**src/rtl/cpu_ctrl_pkg.sv**
```systemverilog
// Shared control-bus definitions for the CPU datapath and its microsequencer:
// bus IDs, address-master IDs, opcodes, control word layout and FSM states.
package cpu_ctrl_pkg;

   localparam int CB_W  = 33;
   localparam int CW_W  = 20;
   localparam int ID_W  = 5;
   localparam int AM_W  = 2;
   localparam int ALU_W = 5;

   // Bit offsets of the control word fields inside control_bus.
   localparam int CB_SID_EN = 0;
   localparam int CB_MID_EN = 1;
   localparam int CB_PC_INR = 2;
   localparam int CB_AMID   = 3;
   localparam int CB_SID    = 5;
   localparam int CB_MID    = 10;
   localparam int CB_ALU    = 15;

   localparam logic [ID_W-1:0] ID_IR0 = 5'd0;
   localparam logic [ID_W-1:0] ID_IR1 = 5'd1;
   localparam logic [ID_W-1:0] ID_A   = 5'd2;
   localparam logic [ID_W-1:0] ID_B   = 5'd3;
   localparam logic [ID_W-1:0] ID_MEM = 5'd4;
   localparam logic [ID_W-1:0] ID_R0  = 5'd5;
   localparam logic [ID_W-1:0] ID_R1  = 5'd6;
   localparam logic [ID_W-1:0] ID_AR0 = 5'd7;
   localparam logic [ID_W-1:0] ID_AR1 = 5'd8;
   localparam logic [ID_W-1:0] ID_PC0 = 5'd9;
   localparam logic [ID_W-1:0] ID_PC1 = 5'd10;
   localparam logic [ID_W-1:0] ID_SP0 = 5'd11;
   localparam logic [ID_W-1:0] ID_SP1 = 5'd12;
   localparam logic [ID_W-1:0] ID_SR  = 5'd17;
   localparam logic [ID_W-1:0] ID_ALU = 5'd18;

   localparam logic [AM_W-1:0] AM_PC   = 2'd0;
   localparam logic [AM_W-1:0] AM_AR   = 2'd1;
   localparam logic [AM_W-1:0] AM_SP   = 2'd2;
   localparam logic [AM_W-1:0] AM_R0R1 = 2'd3;

   localparam logic [7:0] OP_NOP = 8'h00;
   localparam logic [7:0] OP_MOV = 8'h01;
   localparam logic [7:0] OP_LDA = 8'h40;
   localparam logic [7:0] OP_STA = 8'h41;
   localparam logic [7:0] OP_JMP = 8'h80;
   localparam logic [7:0] OP_JZ  = 8'h81;
   localparam logic [7:0] OP_HLT = 8'hFF;

   // Field order matches the LSB-aligned control_bus layout.
   typedef struct packed {
      logic [ALU_W-1:0] alu;
      logic [ID_W-1:0]  mid;
      logic [ID_W-1:0]  sid;
      logic [AM_W-1:0]  amid;
      logic             pc_inr;
      logic             mid_en;
      logic             sid_en;
   } ctrl_word_t;

   typedef enum logic {
      ST_RUN,
      ST_HALT
   } cu_state_t;

   // One bus transfer: master drives, slave captures.
   function automatic ctrl_word_t xfer(
      input logic [AM_W-1:0] amid,
      input logic [ID_W-1:0] mid,
      input logic [ID_W-1:0] sid,
      input logic            pc_inr
   );
      ctrl_word_t w;
      w        = '0;
      w.amid   = amid;
      w.mid    = mid;
      w.sid    = sid;
      w.pc_inr = pc_inr;
      w.mid_en = 1'b1;
      w.sid_en = 1'b1;
      return w;
   endfunction

endpackage

```
**src/rtl/cu_decode.sv**
```systemverilog
// Combinational micro-step decoder: (opcode, IR1, T, status) -> control word,
// last_step flag and illegal-opcode flag. Holds no state.
module cu_decode
   import cpu_ctrl_pkg::*;
#(
   parameter int Z_BIT = 0
) (
   input  logic [7:0]  opcode,
   input  logic [7:0]  ir1,
   input  logic [3:0]  t,
   input  logic [3:0]  status,
   output ctrl_word_t  word,
   output logic        last_step,
   output logic        illegal
);

   logic is_mov, is_alu, is_ldst, is_lda, is_jmp, is_jz;
   logic is_known, jmp_path, jz_skip;
   logic unused_status;

   assign is_mov  = (opcode == OP_MOV);
   assign is_alu  = (opcode[7:5] == 3'b001);
   assign is_lda  = (opcode == OP_LDA);
   assign is_ldst = is_lda | (opcode == OP_STA);
   assign is_jmp  = (opcode == OP_JMP);
   assign is_jz   = (opcode == OP_JZ);

   assign is_known = is_mov | is_alu | is_ldst | is_jmp | is_jz
                   | (opcode == OP_NOP) | (opcode == OP_HLT);

   // The branch decision is made at T2; T3/T4 are only reached when taken.
   assign jmp_path = is_jmp
                   | (is_jz & ((t != 4'd2) | status[Z_BIT]));
   assign jz_skip  = is_jz & ~jmp_path;

   assign unused_status = ^status;

   always_comb begin
      word      = '0;
      last_step = 1'b0;
      illegal   = 1'b0;
      if (t == 4'd0) begin
         word = xfer(AM_PC, ID_MEM, ID_IR0, 1'b1);
      end else if (t == 4'd1) begin
         word = xfer(AM_PC, ID_MEM, ID_IR1, 1'b1);
      end else begin
         unique case (1'b1)
            is_mov: begin
               word = xfer(AM_PC, {1'b0, ir1[3:0]},
                           {1'b0, ir1[7:4]}, 1'b0);
               last_step = 1'b1;
            end
            is_alu: begin
               word     = xfer(AM_PC, ID_ALU, ID_A, 1'b0);
               word.alu = opcode[4:0];
               last_step = 1'b1;
            end
            is_ldst: begin
               if (t == 4'd2) begin
                  word = xfer(AM_PC, ID_IR1, ID_AR0, 1'b0);
               end else if (t == 4'd3) begin
                  word = xfer(AM_PC, ID_MEM, ID_AR1, 1'b1);
               end else begin
                  word = is_lda ? xfer(AM_AR, ID_MEM, ID_A, 1'b0)
                                : xfer(AM_AR, ID_A, ID_MEM, 1'b0);
                  last_step = 1'b1;
               end
            end
            jmp_path: begin
               if (t == 4'd2) begin
                  word = xfer(AM_PC, ID_MEM, ID_AR1, 1'b0);
               end else if (t == 4'd3) begin
                  word = xfer(AM_PC, ID_IR1, ID_PC0, 1'b0);
               end else begin
                  word = xfer(AM_PC, ID_AR1, ID_PC1, 1'b0);
                  last_step = 1'b1;
               end
            end
            jz_skip: begin
               // Step over the unused high target byte.
               word.pc_inr = 1'b1;
               last_step   = 1'b1;
            end
            default: begin
               last_step = 1'b1;
               illegal   = ~is_known;
            end
         endcase
      end
   end

endmodule

```
**src/rtl/control_unit.sv**
```systemverilog
// Hardwired microsequencer: owns RUN/HALT state, micro-step T and sticky halt.
// Ports: clk, reset (async low), hlt, instr, status -> control_bus, T, halted, illegal.
module control_unit
   import cpu_ctrl_pkg::*;
#(
   parameter int Z_BIT = 0
) (
   input  logic            clk,
   input  logic            reset,
   input  logic            hlt,
   input  logic [15:0]     instr,
   input  logic [3:0]      status,
   output logic [CB_W-1:0] control_bus,
   output logic [3:0]      T,
   output logic            halted,
   output logic            illegal
);

   cu_state_t  state_q, state_d;
   logic [3:0] t_q, t_d;
   logic       sticky_q, sticky_d;

   ctrl_word_t word;
   logic       last_step;
   logic       dec_illegal;

   cu_decode #(
      .Z_BIT(Z_BIT)
   ) u_decode (
      .opcode    (instr[7:0]),
      .ir1       (instr[15:8]),
      .t         (t_q),
      .status    (status),
      .word      (word),
      .last_step (last_step),
      .illegal   (dec_illegal)
   );

   always_ff @(posedge clk or negedge reset) begin
      if (!reset) begin
         state_q  <= ST_RUN;
         t_q      <= 4'd0;
         sticky_q <= 1'b0;
      end else begin
         state_q  <= state_d;
         t_q      <= t_d;
         sticky_q <= sticky_d;
      end
   end

   always_comb begin
      state_d  = state_q;
      t_d      = t_q;
      sticky_d = sticky_q;
      unique case (state_q)
         ST_RUN: begin
            if (last_step) begin
               t_d = 4'd0;
               if (instr[7:0] == OP_HLT) begin
                  state_d  = ST_HALT;
                  sticky_d = 1'b1;
               end else if (hlt) begin
                  state_d = ST_HALT;
               end
            end else begin
               t_d = t_q + 4'd1;
            end
         end
         ST_HALT: begin
            t_d = 4'd0;
            if (!hlt && !sticky_q) begin
               state_d = ST_RUN;
            end
         end
         default: begin
            state_d = ST_RUN;
            t_d     = 4'd0;
         end
      endcase
   end

   assign halted      = (state_q == ST_HALT);
   assign T           = t_q;
   assign illegal     = (state_q == ST_RUN) & dec_illegal;
   assign control_bus = halted ? '0 : {{(CB_W-CW_W){1'b0}}, word};

endmodule
```
**config.mk**
```make
export PLATFORM = sky130hd
export DESIGN_NAME = control_unit
export DESIGN_NICKNAME = d
export VERILOG_FILES = /design/src/rtl/cpu_ctrl_pkg.sv /design/src/rtl/cu_decode.sv /design/src/rtl/control_unit.sv
export SDC_FILE = /design/constraint.sdc
export NUM_CORES = 1
export LEC_CHECK = 0
export CAP_MARGIN = 20
export CORE_ASPECT_RATIO = 0.7
export CORE_MARGIN = 3
export CORE_UTILIZATION = 32
export DETAILED_ROUTE_END_ITERATION = 10
export GPL_TIMING_DRIVEN = 0
export MAX_ROUTING_LAYER = met4
export PLACE_DENSITY = 0.74
export SYNTH_ARGS = -nofsm -noshare
export SYNTH_HDL_FRONTEND = slang
export SYNTH_SLANG_ARGS = --single-unit
```
**constraint.sdc**
```tcl
create_clock -name clk -period 2 [get_ports clk]
set_input_delay 0.4 -clock clk [delete_from_list [all_inputs] [get_ports clk]]
set_output_delay 0.4 -clock clk [all_outputs]
set_load 0.005 [all_outputs]
```
* Word level (Yosys, flattened, before mapping)
Index checks and enable logic that the tools add are counted.
** Word-level totals
- Input port bits :: 23
- Flip-flop bits (word level) :: 6
- Word-level logic and storage cells :: 65
- Output and inout bits :: 39
** Cells by class
- Multiplexer cells :: 26
- $add $sub $neg :: 1
- Reduce and logical (&&, ||, !) cells :: 9
- Bitwise logic cells :: 15
- Equal/unequal tests :: 11
** Operator list (count)
- $mux W20 :: 6
- $pmux W17 S4 :: 1
- $eq A8 B8 Y1 const B :: 3
- $eq A8 B7 Y1 const B :: 2
- $mux W14 :: 1
- $mux W13 :: 1
- $mux W1 :: 12
- $or A1 B1 Y1 :: 9
- $eq A4 B2 Y1 const B :: 2
- $eq A8 B1 Y1 const B :: 1
- $logic_not A8 Y1 :: 1
- $pmux W4 S2 :: 1
- $pmux W2 S3 :: 1
- $reduce_or A5 Y1 :: 1
- $add A4 B1 Y4 const B :: 1
- $eq A4 B1 Y1 const B :: 1
- $logic_not A4 Y1 :: 1
- $mux W4 :: 1
- $ne A4 B2 Y1 const B :: 1
- $reduce_or A2 Y1 :: 2
- $and A1 B1 Y1 :: 3
- $eq A3 B1 Y1 const B :: 1
- $not A1 Y1 :: 3
- $pmux W1 S3 :: 1
- 4 further kinds :: 5

* Longest topological paths before layout
Gate-level depths: netlist of run 1.
- Word-level depth :: 12
- Depth in mapped cells :: 7
- Mapped depth without buffers :: 6

* Hierarchy
A second synthesis of run 1 with hierarchy kept.
** Second synthesis, totals
- Cell total of the unflattened synthesis :: 150
- Area, all modules :: 1072.3 um^2
** By module, submodules not included
- control_unit :: cells an instance 61, times used 1, seq. area each 150.1 um^2, area an instance 539.3 um^2
- cu_decode :: cells an instance 89, times used 1, seq. area each 0.0 um^2, area an instance 533.0 um^2

* Worst setup path after synthesis of run 1
No wires, ideal clock.
- Kind :: input port to output port
- Start :: in instr[1]
- End :: out control_bus[1]
- Stages on the path :: 6
- Required time :: 1600 ps
- Arrival time :: 1686 ps
- Setup slack :: -86 ps
- Path buffers :: 2
- Path through :: or4_4 -> buf_6 -> nor2_2 -> a31o_1 -> a31o_1 -> buf_4
** Between the ends
- Cells in the longest elaborated chain, start to end :: 7
- Elaborated cells on any way between the ends :: 13
- Those cells by class :: eq/ne: 5; mux: 4; bitwise: 3; reduce/logical: 1
** Ends and longest elaborated chain
- start, declared :: RTL line control_unit.sv:11 : input logic [15:0] instr,
- $eq A8 B8 Y1 :: RTL line cu_decode.sv:26 : assign is_jz = (opcode == OP_JZ);
- $and A1 B1 Y1 :: RTL line cu_decode.sv:33 : | (is_jz & ((t != 4'd2) | status[Z_BIT]));
- $or A1 B1 Y1 :: RTL line cu_decode.sv:33
- $pmux W2 S3 * :: RTL line cu_decode.sv:47 : unique case (1'b1)
- $mux W20 * :: RTL line cu_decode.sv:44 : end else if (t == 4'd1) begin
- $mux W20 * :: RTL line cu_decode.sv:42 : if (t == 4'd0) begin
- $mux W20 * :: RTL line control_unit.sv:85 : assign control_bus = halted ? '0 : {{(CB_W-CW_W){1'b0}}, word};
- end, declared :: RTL line control_unit.sv:13 : output logic [CB_W-1:0] control_bus,
Every way passes the cells marked *; elsewhere a longest branch is shown, timed or not.

* Worst setup path in the final report of run 1
- Start :: reg t_q[0] (netlist: T[0])
- End :: out control_bus[8]
** Between the ends
- Cells in the longest elaborated chain, start to end :: 8
- Elaborated cells on any way between the ends :: 15
- Those cells by class :: eq/ne: 4; mux: 7; bitwise: 3; reduce/logical: 1
** Ends and longest elaborated chain
- start, declared :: RTL line control_unit.sv:20 : logic [3:0] t_q, t_d;
- start signal, assigned :: RTL line control_unit.sv:46 : t_q <= t_d;
- $ne A4 B2 Y1 :: RTL line cu_decode.sv:33
- $or A1 B1 Y1 :: RTL line cu_decode.sv:33
- $and A1 B1 Y1 :: RTL line cu_decode.sv:33
- $or A1 B1 Y1 :: RTL line cu_decode.sv:33
- $pmux W17 S4 :: RTL line cu_decode.sv:47
- $mux W20 :: RTL line cu_decode.sv:44
- $mux W20 * :: RTL line cu_decode.sv:42
- $mux W20 * :: RTL line control_unit.sv:85
Marked as above.

==> run_results.csv, run 1 <==
group,metric,value,unit
sta,post-route-period-util,119,%
sta,finClkSkew,1.12,ps
power_and_ir_drop,seq_power_share,21.2,%
floorplan,dieWidth,70.4,µm
detailed_routing,detail_route.vias_per_cell,5.67,
sta,layout_min_cycle_time,2380,ps
sta,final_critical_path_setup_slack,-384,ps
sta,fmaxAchievable,0.419,GHz
clock_tree,tritoncts,"yes",
logic_synthesis,syn-cell-area,928,µm²
global_route,antenna_violations_before_repair,0,
logic_synthesis,synth_largest_type_area_fraction,16.2,%
clock_tree,clk_transition_reported_paths,40,ps
sta,finalSetupViolCount,16,
global_route,grt_use_total,24.0,%
status,failed_checks,"setup timing",
layout,finalNetCount,259,
layout,drive_above_1_share,57.0,%
power_and_ir_drop,fin_total_pwr,0.659,mW
placement,pre_cts_ws,-1150,ps
layout,area_of_the_multi_input_gates,925,µm²
floorplan,floorplan.initialDensity,35.6,%
power_and_ir_drop,ir_worst_vdd,0.422,mV
power_and_ir_drop,power_per_cell_area,326,nW/µm²
clock_tree,clk_root_buffer_cell,"sky130_fd_sc_hd__clkbuf_8",
logic_synthesis,synth_enable_flop_cells,0,
clock_tree,numClockSinks,6,
sta,finalHoldViolCount,0,
floorplan,chipHeight,51.1,µm
floorplan,core_region_area,2610,µm²
worst_setup_path,timing.critical_path.to_type,"output port",
min_path,min-delay-path-class,"in2async",
detailed_routing,drt-initial-drc-count,140,
logic_synthesis,ys_async_sr_fraction,100,%
logic_synthesis,yosysWarningCount,0,
status,status,"finished, violations left",
detailed_routing,via_count,1496,
layout,sequential_cell_area,153,µm²
detailed_routing,drcViolationCount,0,
worst_setup_path,critPathArrivalTime,1980,ps
logic_synthesis,synth_area_per_cell,6.98,µm²
layout,areaGrowthSynthToFinish,118,%
placement,numPlacedInstances,224,
logic_synthesis,flip_flop_and_latch_count_after_synthesis,6,
detailed_routing,antenna_left,0,
worst_setup_path,crit_required,1600,ps
clock_tree,tritoncts.num_buffers,3,
global_route,global_route.overflow_total,0,
power_and_ir_drop,combinationalPowerShare,50.4,%
placement,place_hpwl,2460,µm
global_route,grt_max_degree,11,
power_and_ir_drop,p_int,0.426,mW
job,max_cap_violations,0,
logic_synthesis,synth.largest_area_cell,"sky130_fd_sc_hd__dfrtp_1",
power_and_ir_drop,power_switching_share,35.4,%
floorplan,num_io_pins,62,
sta,slew_violations,0,
clock_tree,postCtsHoldBufs,0,
global_route,grt_first_pass_wirelength,6710,µm
floorplan,design.die.area,3590,µm²
layout,insertedDiodeCount,0,
layout,filler_cell_count,162,
detailed_routing,detailedRoute.firstPassIterationCount,4,
sta,setup_repair_after_global_routing_missed_its_margin,"true",
floorplan,num_rows,15,
detailed_routing,post_drt_wl_per_cell,19.0,µm
logic_synthesis,netlist-cell-type-count,40,
global_route,grt_pass1_vias,1392,
logic_synthesis,postSynthCellCount,133,
clock_tree,number_of_h_tree_levels,1,
sta,finalHoldWorstSlack,436,ps
worst_setup_path,crit_path_max_fanout,5,
logic_synthesis,postSynth.topFlopCell,"sky130_fd_sc_hd__dfrtp_1",
clock_tree,worstSkewPairLatency,230,ps
power_and_ir_drop,total_leakage_power,0.937,nW
worst_setup_path,critPathKind,"reg2out",
power_and_ir_drop,netSwitchingPower,0.233,mW
power_and_ir_drop,clkPwrFrac,28.4,%
placement,placement.cell_area,1460,µm²
detailed_routing,wl,5020,µm
layout,layout.cells.non_filler,264,
placement,gpl.final_weighted_congestion,0.874,
logic_synthesis,netlist_top_cells_area,"sky130_fd_sc_hd__dfrtp_1 (16%), sky130_fd_sc_hd__buf_4 (13%), sky130_fd_sc_hd__nor2_1 (6.1%), sky130_fd_sc_hd__ha_1 (5.4%), sky130_fd_sc_hd__nand2_1 (5.3%)",
worst_setup_path,worstSetupStartpointType,"flop",
layout,design_area,2020,µm²
clock_tree,clockBufferDepth,2,
logic_synthesis,yosysSeqAreaShare,16.2,%
placement,place.port_buffers,42,
==> final cells by class <==
cell class	instances	share of cell area (%)
inverter	6	1.11
clock buffer	3	2.04
tap	34	2.11
timing repair buffer	81	33.9
buffer	19	7.55
multi-input combinational	115	45.8
sequential	6	7.55
==> flip-flops by register name, summed over array words and instances (netlist names) <==
| name | count |
|---|---|
| halted | 1 |
| T | 4 |
| sticky_q | 1 |
==> cell families (layout without fill, tap and decap cells) <==
group / count (synthesis) / after routing / share of synthesized area, %
fa+ha+maj: 4 / 4 / 5.39
xor+xnor: 1 / 1 / 0.944
simple gates: 60 / 60 / 35.6
flops: 6 / 6 / 16.2
buf+inv: 27 / 109 / 18.2
other cells: 1 / 16 / 0.404
compound gates: 34 / 34 / 23.3
==> cells in the mapped netlist (4+ instances only) <==
| cell type | n |
|---|---|
| sky130_fd_sc_hd__buf_4 | 16 |
| sky130_fd_sc_hd__nand2b_1 | 5 |
| sky130_fd_sc_hd__clkbuf_1 | 4 |
| sky130_fd_sc_hd__dfrtp_1 | 6 |
| sky130_fd_sc_hd__o21ai_0 | 7 |
| sky130_fd_sc_hd__nand2_1 | 13 |
| sky130_fd_sc_hd__and2_1 | 5 |
| sky130_fd_sc_hd__nor3_1 | 4 |
| sky130_fd_sc_hd__a21oi_1 | 6 |
| sky130_fd_sc_hd__ha_1 | 4 |
| sky130_fd_sc_hd__a31oi_1 | 5 |
| sky130_fd_sc_hd__nor2_1 | 15 |
| sky130_fd_sc_hd__inv_1 | 6 |
==> layout by cell type (no fill, tap or decap), types with 2 or more instances in the layout <==
master / Yosys / routed
sky130_fd_sc_hd__a21oi_2: 0 / 4
sky130_fd_sc_hd__a31o_1: 2 / 2
sky130_fd_sc_hd__a31oi_1: 5 / 5
sky130_fd_sc_hd__and2_1: 5 / 4
sky130_fd_sc_hd__buf_2: 0 / 14
sky130_fd_sc_hd__buf_4: 16 / 45
sky130_fd_sc_hd__buf_6: 1 / 12
sky130_fd_sc_hd__clkbuf_2: 0 / 4
sky130_fd_sc_hd__clkbuf_8: 0 / 5
sky130_fd_sc_hd__clkdlybuf4s50_1: 0 / 16
sky130_fd_sc_hd__conb_1: 1 / 16
sky130_fd_sc_hd__dfrtp_1: 6 / 4
sky130_fd_sc_hd__dfrtp_2: 0 / 2
sky130_fd_sc_hd__dlygate4sd2_1: 0 / 2
sky130_fd_sc_hd__dlymetal6s2s_1: 0 / 3
sky130_fd_sc_hd__ha_4: 0 / 3
sky130_fd_sc_hd__inv_1: 6 / 4
sky130_fd_sc_hd__inv_2: 0 / 2
sky130_fd_sc_hd__nand2_1: 13 / 8
sky130_fd_sc_hd__nand2_2: 0 / 5
sky130_fd_sc_hd__nand2b_1: 5 / 4
sky130_fd_sc_hd__nand4_1: 2 / 2
sky130_fd_sc_hd__nor2_1: 15 / 11
sky130_fd_sc_hd__nor2_4: 0 / 4
sky130_fd_sc_hd__nor3_2: 0 / 3
sky130_fd_sc_hd__nor4_2: 0 / 2
sky130_fd_sc_hd__o21ai_0: 7 / 2
sky130_fd_sc_hd__o21ai_1: 2 / 3
sky130_fd_sc_hd__o21ai_2: 0 / 3
sky130_fd_sc_hd__o22ai_1: 2 / 2
sky130_fd_sc_hd__o31ai_2: 0 / 2
sky130_fd_sc_hd__or2_4: 0 / 2
==> critical path, cell delays in order, from the launching register on <==
cell and delay [ps]:
sky130_fd_sc_hd__dfrtp_1 410, sky130_fd_sc_hd__inv_2 100, sky130_fd_sc_hd__ha_4 190, sky130_fd_sc_hd__buf_4 160, sky130_fd_sc_hd__nand2b_1 230, sky130_fd_sc_hd__nor3_2 220
sky130_fd_sc_hd__o21ai_0 180, sky130_fd_sc_hd__a21oi_2 160, sky130_fd_sc_hd__buf_2 110
==> metrics by stage <==
stage / util, % / setup TNS, ps
2_1_floorplan: - / -146
6_report: 77.5 / -4340
4_1_cts: 68.3 / -4780
3_5_place_dp: 56.1 / -18620
5_1_grt: 77.5 / -5370
3_3_place_gp: 56.1 / -18060
==> final timing paths <==
check / startpoint / end / slack (ps) / depth (start not counted)
min reg2reg: sticky_q / sticky_q / 470 / 1
min: reset / T[1] / 440 / 1
min in group clk: sticky_q / sticky_q / 470 / 1
max reg2reg: T[0] / halted / 110 / 8
max in group asynchronous: reset / T[3] / 1300 / 1
max: T[0] / control_bus[8] / -380 / 8
==> routing by layer <==
metal / global-route usage, % / vias to the layer above / part of all wire [%]
li1: - / 639 / -
met1: 29.5 / 708 / 39
met2: 40.7 / 118 / 47
met3: 3.34 / 31 / 9.9
met4: 8.28 / 0 / 3.7
met5: - / - / 0
==> repair_timing <==
action / in CTS / in global routing
resized for setup: 120 / 42
pin swaps: 21 / 20
cloned: 0 / 0
setup endpoints to repair: 23 / 23
hold endpoints to repair: 0 / 0
setup buffers: 24 / 15
==> power groups by stage <==
stage                     registers (mW)  logic [mW]  clock network (mW)
after floorplan                    0.139       0.116                   0
after global placement             0.139       0.219                   0
after detailed placement           0.140       0.223                   0
after CTS                          0.138       0.268               0.182
after global routing               0.140       0.352               0.194
final                              0.140       0.332               0.187
(Power assumes the default switching activity.)
==> run 2, diff against run 1 <==
--- a/config.mk
+++ b/config.mk
@@ -5,14 +5,15 @@
 export SDC_FILE = /design/constraint.sdc
 export NUM_CORES = 1
 export LEC_CHECK = 0
+export ABC_AREA = 1
 export CAP_MARGIN = 20
 export CORE_ASPECT_RATIO = 0.7
-export CORE_MARGIN = 3
-export CORE_UTILIZATION = 32
+export CORE_MARGIN = 10
+export CORE_UTILIZATION = 34
 export DETAILED_ROUTE_END_ITERATION = 10
 export GPL_TIMING_DRIVEN = 0
 export MAX_ROUTING_LAYER = met4
-export PLACE_DENSITY = 0.74
+export PLACE_DENSITY = 0.75
 export SYNTH_ARGS = -nofsm -noshare
 export SYNTH_HDL_FRONTEND = slang
 export SYNTH_SLANG_ARGS = --single-unit
==> run 2 against run 1 <==
  * Wire length up 5.9%
  * Combinational power rose to 3.6 times the previous value
  * Via count down 0.94%
  * Sequential power up 41%
  * Sequential cell count unchanged
  * Largest power group unchanged
  * The run still ends with setup timing left
  * Clock-buffer cell count unchanged
  * Critical path depth up 3
  * Core utilization down 2.8 points
  * Total power up 140%
  * Register-to-register slack better by 380 ps
==> run_results.csv, run 2 <==
group,metric,value,unit
floorplan,floorplan.initialDensity,36.0,%
status,failed_checks,"setup timing",
clock_tree,tritoncts.num_buffers,3,
power_and_ir_drop,combinationalPowerShare,75.7,%
placement,numPlacedInstances,260,
detailed_routing,detail_route.vias_per_cell,4.84,
global_route,global_route.overflow_total,0,
global_route,grt_pass1_vias,1382,
logic_synthesis,synth_enable_flop_cells,0,
worst_setup_path,crit_required,1600,ps
logic_synthesis,flip_flop_and_latch_count_after_synthesis,6,
worst_setup_path,crit_path_max_fanout,3,
logic_synthesis,postSynthCellCount,166,
clock_tree,number_of_h_tree_levels,1,
power_and_ir_drop,total_leakage_power,1.17,nW
worst_setup_path,critPathKind,"reg2out",
sta,post-route-period-util,113,%
worst_setup_path,timing.critical_path.to_type,"output port",
layout,filler_cell_count,199,
global_route,grt_max_degree,7,
layout,layout.cells.non_filler,306,
detailed_routing,via_count,1482,
detailed_routing,wl,5320,µm
detailed_routing,detailedRoute.firstPassIterationCount,4,
power_and_ir_drop,netSwitchingPower,0.677,mW
floorplan,design.die.area,5640,µm²
power_and_ir_drop,ir_worst_vdd,0.543,mV
logic_synthesis,synth_most_common_cell,"sky130_fd_sc_hd__nand2_1",
status,status,"finished, violations left",
power_and_ir_drop,clkPwrFrac,11.5,%
clock_tree,numClockSinks,6,
power_and_ir_drop,power_per_cell_area,731,nW/µm²
detailed_routing,dr.max_layer_used,"met4",
sta,fmaxAchievable,0.444,GHz
floorplan,num_rows,16,
clock_tree,clk_transition_reported_paths,40,ps
worst_setup_path,critPathArrivalTime,1850,ps
detailed_routing,wl_met3,510,µm
logic_synthesis,synth.largest_area_cell,"sky130_fd_sc_hd__dfrtp_1",
job,max_cap_violations,0,
layout,layout_common_cells,"sky130_fd_sc_hd__buf_4 (45), sky130_fd_sc_hd__nand2_1 (23), sky130_fd_sc_hd__buf_2 (20)",
clock_tree,worstSkewPairLatency,220,ps
logic_synthesis,yosysWarningCount,0,
worst_setup_path,worstSetupStartpointType,"flop",
layout,insertedDiodeCount,0,
logic_synthesis,synth_area_per_cell,6.17,µm²
power_and_ir_drop,power_switching_share,43.6,%
power_and_ir_drop,seq_power_share,12.8,%
layout,areaGrowthSynthToFinish,107,%
floorplan,core_region_area,2840,µm²
floorplan,num_io_pins,62,
power_and_ir_drop,p_int,0.876,mW
detailed_routing,antenna_left,0,
floorplan,chipHeight,65.9,µm
global_route,antenna_violations_before_repair,0,
logic_synthesis,postSynth.topFlopCell,"sky130_fd_sc_hd__dfrtp_1",
global_route,grt_use_total,15.5,%
detailed_routing,drcViolationCount,0,
detailed_routing,met2_length,2490,µm
sta,finClkSkew,6.15,ps
layout,finalNetCount,299,
floorplan,dieWidth,85.6,µm
min_path,min-delay-path-class,"in2async",
sta,slew_violations,0,
sta,setup_repair_after_global_routing_missed_its_margin,"true",
layout,largest_register_ff_count,4,
detailed_routing,drt-initial-drc-count,114,
sta,final_critical_path_setup_slack,-250,ps
detailed_routing,post_drt_wl_per_cell,17.4,µm
logic_synthesis,ys_async_sr_fraction,100,%
placement,place_hpwl,2640,µm
logic_synthesis,yosysSeqAreaShare,14.7,%
layout,layout_commonest_cell,"sky130_fd_sc_hd__buf_4",
logic_synthesis,synth_largest_type_area_fraction,14.7,%
logic_synthesis,syn-cell-area,1020,µm²
sta,finalHoldViolCount,0,
logic_synthesis,synth.cells.most_frequent,"sky130_fd_sc_hd__nand2_1 (32), sky130_fd_sc_hd__nor2_1 (25), sky130_fd_sc_hd__inv_1 (23)",
sta,layout_min_cycle_time,2250,ps
global_route,grt_first_pass_wirelength,6980,µm
sta,finalSetupViolCount,17,
placement,gpl.final_weighted_congestion,0.856,
clock_tree,tritoncts,"yes",
placement,place.port_buffers,43,
logic_synthesis,netlist-cell-type-count,26,
clock_tree,clk_root_buffer_cell,"sky130_fd_sc_hd__clkbuf_8",
layout,postLayoutCoreUtil,74.6,%
detailed_routing,met1Wirelength,2100,µm
logic_synthesis,netlist_top_cells_area,"sky130_fd_sc_hd__dfrtp_1 (15%), sky130_fd_sc_hd__buf_4 (12%), sky130_fd_sc_hd__nand2_1 (12%), sky130_fd_sc_hd__nor2_1 (9.2%), sky130_fd_sc_hd__inv_1 (8.4%)",
layout,drive_above_1_share,59.3,%
clock_tree,clockBufferDepth,2,
-- run 2: changes by cell type after synthesis, moves of 6 or more --
cell                      change
sky130_fd_sc_hd__inv_1       +17
sky130_fd_sc_hd__nor2_1      +10
sky130_fd_sc_hd__nand2_2      +8
sky130_fd_sc_hd__inv_2        +6
sky130_fd_sc_hd__nand2_1     +19
sky130_fd_sc_hd__nor2_4       +6
sky130_fd_sc_hd__nand3_1      +7
-- run 2: cells by family (layout without fill, tap and decap cells) --
group | Yosys count | in the layout | share of synthesized area, %
adder cells (fa/ha/maj) | 4 | 4 | 4.88
flip-flops | 6 | 6 | 14.7
XOR/XNOR | 1 | 1 | 0.855
other | 1 | 16 | 0.366
AND/OR/NAND/NOR | 97 | 97 | 49.3
AO/OA/AOI/OAI | 12 | 12 | 7.57
buffers and inverters | 45 | 134 | 22.3
-- run 2: power by group through the flow --
stage               registers [mW]  clock network (mW)  logic [mW]
floorplan                    0.191                   0       0.355
global placement             0.195                   0       0.668
detailed placement           0.197                   0       0.672
CTS                          0.196               0.182       0.822
global route                 0.200               0.193        1.25
finish                       0.198               0.179        1.18
-- run 2: through the flow --
| stage | total power, mW | hold slack [ps] | worst slack, ps | cell area, µm² | TNS [ps] |
|---|---|---|---|---|---|
| finish | 1.55 | 416 | -250 | 2120 | -2090 |
| global route | 1.64 | 433 | -304 | 2120 | -3150 |
| CTS | 1.20 | 421 | -206 | 1920 | -1640 |
| detailed placement | 0.870 | 469 | -776 | 1560 | -11090 |
| global placement | 0.863 | 467 | -775 | 1560 | -10960 |
| floorplan | 0.545 | 104 | 272 | 1080 | 0 |
-- run 2: path summary, 6_finish.rpt --
kind	from	end	slack, ps	depth (start not counted)
setup / recovery	T[0]	control_bus[11]	-250	11
hold / removal	reset	T[1]	420	1
setup reg to reg	T[3]	halted	490	9
hold reg to reg	sticky_q	sticky_q	470	1
max in group asynchronous	reset	T[3]	1370	1
min in group clk	sticky_q	sticky_q	470	1
-- run 2: metal layers --
metal | GRT usage, % | vias to the layer above
met4 | 3.89 | 0
met2 | 25.3 | 102
met5 | - | -
li1 | - | 692
met1 | 18.8 | 668
met3 | 3.45 | 20
-- run 2: final cells by class --
| type | count | area [µm²] | area share [%] |
|---|---|---|---|
| buffer | 16 | 120 | 5.66 |
| inverter | 29 | 114 | 5.37 |
| timing repair buffer | 86 | 702 | 33.1 |
| tap | 36 | 45.0 | 2.12 |
| sequential | 6 | 150 | 7.08 |
| clock buffer | 3 | 41.3 | 1.95 |
| multi-input combinational | 130 | 950 | 44.8 |
-- run 2: critical path, cell delays in order, from the launching register on --
cell and delay (ps):
sky130_fd_sc_hd__dfrtp_1 390, sky130_fd_sc_hd__inv_2 70, sky130_fd_sc_hd__buf_6 90, sky130_fd_sc_hd__ha_4 140, sky130_fd_sc_hd__nand3_4 100, sky130_fd_sc_hd__nand3_4 100
sky130_fd_sc_hd__nand3_4 100, sky130_fd_sc_hd__buf_6 130, sky130_fd_sc_hd__o21ai_4 210, sky130_fd_sc_hd__buf_6 140, sky130_fd_sc_hd__nor2_1 30, sky130_fd_sc_hd__buf_2 120
-- run 2: what timing repair did --
item,CTS,global route
gates resized for setup,128,50
hold buffers,0,0
setup buffers,29,14
pin swaps,27,11
setup endpoints to repair,19,19
